## src/rtl/jtag_types_pkg.sv

```systemverilog
// Shared JTAG TAP types: the 16-state TAP encoding and the default IR opcodes.
package jtag_types_pkg;

   // Standard 1149.1 state encoding; TLR = all ones so a stuck-high bus reads as reset.
   typedef enum logic [3:0] {
      TLR    = 4'hF,
      RTI    = 4'hC,
      SEL_DR = 4'h7,
      CAP_DR = 4'h6,
      SH_DR  = 4'h2,
      EX1_DR = 4'h1,
      PAU_DR = 4'h3,
      EX2_DR = 4'h0,
      UPD_DR = 4'h5,
      SEL_IR = 4'h4,
      CAP_IR = 4'hE,
      SH_IR  = 4'hA,
      EX1_IR = 4'h9,
      PAU_IR = 4'hB,
      EX2_IR = 4'h8,
      UPD_IR = 4'hD
   } tap_state_t;

   localparam int unsigned IR_WIDTH_DEF   = 5;
   localparam logic [4:0]  IR_CAPTURE_DEF = 5'b00001;
   localparam logic [4:0]  OPC_IDCODE_DEF = 5'b00001;
   localparam logic [4:0]  OPC_SAMPLE_DEF = 5'b00010;
   localparam logic [4:0]  OPC_EXTEST_DEF = 5'b00000;

endpackage

```

## src/rtl/tap_fsm.sv

```systemverilog
// 16-state TAP state machine with combinational strobe decodes of the current state.
module tap_fsm
   import jtag_types_pkg::*;
(
   input  logic       clk,
   input  logic       rst_n,
   input  logic       tms,
   output tap_state_t state,
   output logic       tap_reset,
   output logic       run_idle,
   output logic       dr_capture,
   output logic       dr_shift,
   output logic       dr_update,
   output logic       ir_capture,
   output logic       ir_shift,
   output logic       ir_update
);

   tap_state_t state_q, state_d;

   always_ff @(posedge clk) begin
      if (!rst_n) state_q <= TLR;
      else        state_q <= state_d;
   end

   always_comb begin
      state_d = state_q;
      unique case (state_q)
         TLR:    state_d = tms ? TLR    : RTI;
         RTI:    state_d = tms ? SEL_DR : RTI;
         SEL_DR: state_d = tms ? SEL_IR : CAP_DR;
         CAP_DR: state_d = tms ? EX1_DR : SH_DR;
         SH_DR:  state_d = tms ? EX1_DR : SH_DR;
         EX1_DR: state_d = tms ? UPD_DR : PAU_DR;
         PAU_DR: state_d = tms ? EX2_DR : PAU_DR;
         EX2_DR: state_d = tms ? UPD_DR : SH_DR;
         UPD_DR: state_d = tms ? SEL_DR : RTI;
         SEL_IR: state_d = tms ? TLR    : CAP_IR;
         CAP_IR: state_d = tms ? EX1_IR : SH_IR;
         SH_IR:  state_d = tms ? EX1_IR : SH_IR;
         EX1_IR: state_d = tms ? UPD_IR : PAU_IR;
         PAU_IR: state_d = tms ? EX2_IR : PAU_IR;
         EX2_IR: state_d = tms ? UPD_IR : SH_IR;
         UPD_IR: state_d = tms ? SEL_DR : RTI;
         default: state_d = TLR;
      endcase
   end

   assign state      = state_q;
   assign tap_reset  = (state_q == TLR);
   assign run_idle   = (state_q == RTI);
   assign dr_capture = (state_q == CAP_DR);
   assign dr_shift   = (state_q == SH_DR);
   assign dr_update  = (state_q == UPD_DR);
   assign ir_capture = (state_q == CAP_IR);
   assign ir_shift   = (state_q == SH_IR);
   assign ir_update  = (state_q == UPD_IR);

endmodule

```

## src/rtl/tap_ctrl_ir.sv

```systemverilog
// JTAG TAP controller top: FSM, instruction shift/update registers and DR select decode.
module tap_ctrl_ir
   import jtag_types_pkg::*;
#(
   parameter int unsigned         IR_WIDTH   = IR_WIDTH_DEF,
   parameter logic [IR_WIDTH-1:0] IR_CAPTURE = IR_WIDTH'(IR_CAPTURE_DEF),
   parameter logic [IR_WIDTH-1:0] OPC_IDCODE = IR_WIDTH'(OPC_IDCODE_DEF),
   parameter logic [IR_WIDTH-1:0] OPC_SAMPLE = IR_WIDTH'(OPC_SAMPLE_DEF),
   parameter logic [IR_WIDTH-1:0] OPC_EXTEST = IR_WIDTH'(OPC_EXTEST_DEF),
   parameter logic [IR_WIDTH-1:0] OPC_BYPASS = '1
) (
   input  logic                TCK,
   input  logic                nTRST,
   input  logic                TMS,
   input  logic                TDI,
   output tap_state_t          tap_state,
   output logic                ir_tdo,
   output logic [IR_WIDTH-1:0] instr,
   output logic                tap_reset,
   output logic                ir_capture,
   output logic                ir_shift,
   output logic                ir_update,
   output logic                dr_capture,
   output logic                dr_shift,
   output logic                dr_update,
   output logic                run_idle,
   output logic                sel_bypass,
   output logic                sel_idcode,
   output logic                sel_sample,
   output logic                sel_extest
);

   logic [IR_WIDTH-1:0] ir_shreg_q, ir_shreg_d;
   logic [IR_WIDTH-1:0] instr_q, instr_d;

   tap_fsm u_fsm (
      .clk        (TCK),
      .rst_n      (nTRST),
      .tms        (TMS),
      .state      (tap_state),
      .tap_reset  (tap_reset),
      .run_idle   (run_idle),
      .dr_capture (dr_capture),
      .dr_shift   (dr_shift),
      .dr_update  (dr_update),
      .ir_capture (ir_capture),
      .ir_shift   (ir_shift),
      .ir_update  (ir_update)
   );

   // LSB leaves on ir_tdo first; Pause/Exit states simply hold the partial shift.
   always_comb begin
      ir_shreg_d = ir_shreg_q;
      case (tap_state)
         CAP_IR:  ir_shreg_d = IR_CAPTURE;
         SH_IR:   ir_shreg_d = {TDI, ir_shreg_q[IR_WIDTH-1:1]};
         default: ir_shreg_d = ir_shreg_q;
      endcase
   end

   always_comb begin
      instr_d = instr_q;
      if (tap_state == UPD_IR)   instr_d = ir_shreg_q;
      else if (tap_state == TLR) instr_d = OPC_IDCODE;
   end

   always_ff @(posedge TCK) begin
      if (!nTRST) begin
         ir_shreg_q <= IR_CAPTURE;
         instr_q    <= OPC_IDCODE;
      end else begin
         ir_shreg_q <= ir_shreg_d;
         instr_q    <= instr_d;
      end
   end

   // Priority chain guarantees exactly one select even if opcodes collide.
   always_comb begin
      sel_bypass = 1'b0;
      sel_idcode = 1'b0;
      sel_sample = 1'b0;
      sel_extest = 1'b0;
      if (instr_q == OPC_IDCODE)      sel_idcode = 1'b1;
      else if (instr_q == OPC_SAMPLE) sel_sample = 1'b1;
      else if (instr_q == OPC_EXTEST) sel_extest = 1'b1;
      else                            sel_bypass = 1'b1;
   end

   assign ir_tdo = ir_shreg_q[0];
   assign instr  = instr_q;

endmodule

```

## config.mk

```make
export PLATFORM = sky130hd
export DESIGN_NAME = tap_ctrl_ir
export DESIGN_NICKNAME = d
export VERILOG_FILES = /design/src/rtl/jtag_types_pkg.sv /design/src/rtl/tap_fsm.sv /design/src/rtl/tap_ctrl_ir.sv
export SDC_FILE = /design/constraint.sdc
export NUM_CORES = 1
export LEC_CHECK = 0
export ABC_AREA = 1
export CORE_UTILIZATION = 42
export CTS_CLUSTER_DIAMETER = 60
export DETAILED_ROUTE_END_ITERATION = 16
export PLACE_DENSITY = 0.77
export SYNTH_ARGS = -nofsm -noshare
export SYNTH_HDL_FRONTEND = slang
export SYNTH_SLANG_ARGS = --single-unit
```

## constraint.sdc

```tcl
create_clock -name TCK -period 1.3 [get_ports TCK]
set_clock_uncertainty 0.05 [all_clocks]
set_input_delay 0.26 -clock TCK [delete_from_list [all_inputs] [get_ports TCK]]
set_output_delay 0.26 -clock TCK [all_outputs]
set_load 0.05 [all_outputs]
```

==> metrics, run 1 <==
area leader, netlist dfxtp_1; I/O pin count 26; mapped cell area 708 um2; Post-CTS Setup Inserts 10; clk root buf clkbuf_4; clock tree sinks 14; Seq/Total Area, Yosys 0.396; placer congestion estimate 0.909; Ys Warns 0; CTS resizes 13; chip width 43.1 um; CTS Hold Bufs 0; HPWL Detailed 1780 um; H-tree lvl count 1; Synth area leaders dfxtp_1 40%, nand2_1 15%, a21oi_1 7.8%, nand3_1 7.8%, nor2_1 6.4%; Net Count, Synth 110; die height 43.1 um; std cell rows 14; Mapped Cells 106; CTS max path bufs 2; error msg [ERROR DPL-0038] Utilization greater than 100%, impossible to legalize; post-synthesis cell type count 18; stage reached 4_1_cts; register bit total from synthesis 14; Num CTS Buffers 3; top cell type's share of synthesized area 0.396; PortBufs 25; outcome did not finish; Initial Util 0.459; Synth Area per Inst 6.68 um2
[through the flow]
step           TNS (ns)  worst slack [ns]  instance area, um2  hold slack (ns)  instances
2_1_floorplan     -1.64            -0.304                 886            0.308        106
3_3_place_gp          0            0.0441                1400            0.407        152
3_5_place_dp    -0.0190           -0.0190                1400            0.420        152
[cell usage after synthesis (all sizes together)]
library cell   n
nor3           3
buf            3
a21oi         11
o211ai         2
nand3         11
nand2         30
nor2          15
inv           11
dfxtp         14
nand3b         1
o21ai          3
nand4          1
clkbuf         1
[kinds of logic after synthesis]
group	count (synthesis)	share of synthesized area
buf+inv	15	0.0919
simple gates	61	0.392
compound gates	16	0.120
flops	14	0.396
==> inputs of run 2 (changes only) <==
- CORE_AREA: unset -> 2 2 63 65
- CORE_UTILIZATION: 42 -> unset
- CTS_CLUSTER_DIAMETER: 60 -> unset
- DIE_AREA: unset -> 0 0 65 67
- PLACE_DENSITY: 0.77 -> unset
- PLACE_DENSITY_LB_ADDON: unset -> 0.15
==> run 2 against run 1 <==
- the flow now finishes, with violations (negative setup slack)
- area after synthesis stayed put
- synthesized cell count is the same
==> metrics, run 2 <==
Hold WS 0.416 ns; DR WL met3 91 um; CP startpoint kind flop; fin crit period 1.45 ns; area of the multi-input gates 513 um2; Num CTS Buffers 3 (unchanged); critical-path maximum fanout 6; Reg2Reg Setup Slack 0.06 ns; share of cells above drive strength 1 0.562; Min-Delay Path Class reg2reg; Fill cells 362; Worst Path Required 0.99 ns; CP max-delay cell dfxtp_4; RSZ-0062 raised after global routing true; most frequent cells in the layout 24 x nand2_1, 21 x buf_12, 19 x buf_4; Hold Fails Final Rpt 0; Ys Warns 0 (unchanged); fin area 1650 um2; sum of routed wire segments on met1 844 um; CTS tree built; Reg area 310 um2; clock tree sinks 14 (unchanged); initial antenna violation count 0; First-pass DRT Iterations 4; core area 3610 um2; Power Total 3.11 mW; final wirelength 2010 um; placer congestion estimate 0.779 (-14%); fmax 689 MHz; Net Count, Synth 110 (unchanged); Slew Viols, Final 0; CTS max path bufs 2 (unchanged); Placement Cell Area 1430 um2 (+2.3%); chip width 65 um (+51%); critical path capture point type output pin; drt drc 0; cell area power density 1880 nW/um2; Initial Util 0.196 (-0.263); worst vdd ir 0.554 mV; ant diodes 0; met2 wire length 1050 um; first-pass GRT wire length 3330 um; antenna-violating nets left 0; largest net degree at the start of global routing 9; worst setup slack after layout -0.152 ns; GR Overflow Total 0; WL/cell 9.99 um; total track usage 0.0982; fin nets 158; critical path depth 3; CP bufs+invs 2; crit-path leading delay family flip-flops; final setup vio count 12; mapped cell area 708 um2 (unchanged); Worst Setup Path Type reg2out; FF-to-FF path depth 7; vias in the first global route 798; Mapped Cells 106 (unchanged); Synth area leaders dfxtp_1 40%, nand2_1 15%, a21oi_1 7.8%, nand3_1 7.8%, nor2_1 6.4%; Top FF cell, synth dfxtp_1; Worst-path clk slew 0.05 ns; post-synthesis cell type count 18 (unchanged); CP arrival 1.14 ns; DR vias 852; number of synthesized flops with an enable pin 0 (unchanged); worst hold stages 2; HPWL Detailed 1570 um (-12%); die height 67 um (+56%); Max-cap violations 0; Starting DRT DRC Count 35; PortBufs 25 (unchanged); register bit total from synthesis 14 (unchanged); crit-path cells buf_4 -> nor3_4 -> buf_12; top-count cell post-synth nand2_1; Pleak 0.684 nW; clock latency at the later pin of the worst-skew pair 0.24 ns; clk root buf clkbuf_8; I/O pin count 26 (unchanged); Die Area 4360 um2; critical path's largest stage delay 0.39 ns; Seq/Total Area, Yosys 0.396 (unchanged); top sig layer met4; top cell type's share of synthesized area 0.396 (unchanged); Least-Margin Pin Slew 0.239 ns; Synth Area per Inst 6.68 um2 (unchanged); period utilization 1.12; Slew HR 0.840; most common cell after layout, fill and taps aside nand2_1; Async S/R FF share, synth 0 (unchanged); Post-synth top cells 29 x nand2_1, 14 x dfxtp_1, 12 x nor2_1; area leader, netlist dfxtp_1; Area Overhead vs Synth 133%; H-tree lvl count 1 (unchanged); failing checks negative setup slack; std cell rows 22 (+8); outcome complete, but fails checks; Via density 4.24
run 2: worst reg2reg max path, delay by kind of cell, from the launching register on:
| family | cells | cell delay, ns |
|---|---|---|
| flops | 1 | 0.42 |
| buf+inv | 3 | 0.33 |
| simple gates | 2 | 0.16 |
| compound gates | 2 | 0.16 |
run 2: routing by layer:
layer  global-route usage  up-vias
li1                     -      443
met4               0.0479        0
met5                    0        -
met2                0.166       21
met3               0.0203        2
met1                0.118      386
run 2: final cells by class:
class	instances	area share
Timing Repair Buffer	47	0.395
Multi-Input combinational cell	77	0.311
Sequential cell	14	0.188
Inverter	11	0.0364
Tap cell	48	0.0364
Clock buffer	4	0.0334
run 2: report_power, final:
| group | total [mW] | internal [mW] | switching, mW |
|---|---|---|---|
| Sequential | 0.672 | 0.512 | 0.159 |
| Clock | 0.409 | 0.268 | 0.141 |
| Combinational | 2.03 | 0.950 | 1.08 |
run 2: what timing repair did:
item / CTS / global route
setup endpoints to repair: 14 / 14
setup buffers: 9 / 5
resized for setup: 8 / 9
hold buffers: 0 / 0
pin swaps: 8 / 8
endpoints found under the hold margin: 0 / 0
run 2: logic make-up (layout without fill, tap and decap cells):
group	count (synthesis)	in the layout	synth area share
DFF	14	14	0.396
and+or+nand+nor	61	61	0.392
AOI/OAI and AO/OA	16	16	0.120
buffers and inverters	15	62	0.0919
run 2: through the flow:
stage                     std cells  setup slack [ns]   util  TNS [ns]
after floorplan                 106            -0.304      -     -1.64
after global placement          183            0.0355  0.396         0
after detailed placement        183            0.0245  0.396         0
after CTS                       196            -0.171  0.441     -1.58
after global routing            201            -0.197  0.458     -2.01
final                           201            -0.152  0.458     -1.39
run 2: final timing paths:
kind,start,to
worst min-delay path,ir_shreg_q[1]$_SDFFE_PN0N_,instr[1]$_SDFFE_PN0P_
worst min register to register,ir_shreg_q[1]$_SDFFE_PN0N_,instr[1]$_SDFFE_PN0P_
worst max-delay path,u_fsm.state[3]$_SDFF_PN1_,dr_capture
worst max register to register,u_fsm.state[1]$_SDFF_PN1_,ir_shreg_q[0]$_SDFFE_PN1N_
Note: power is estimated with default switching activity, not from simulation.
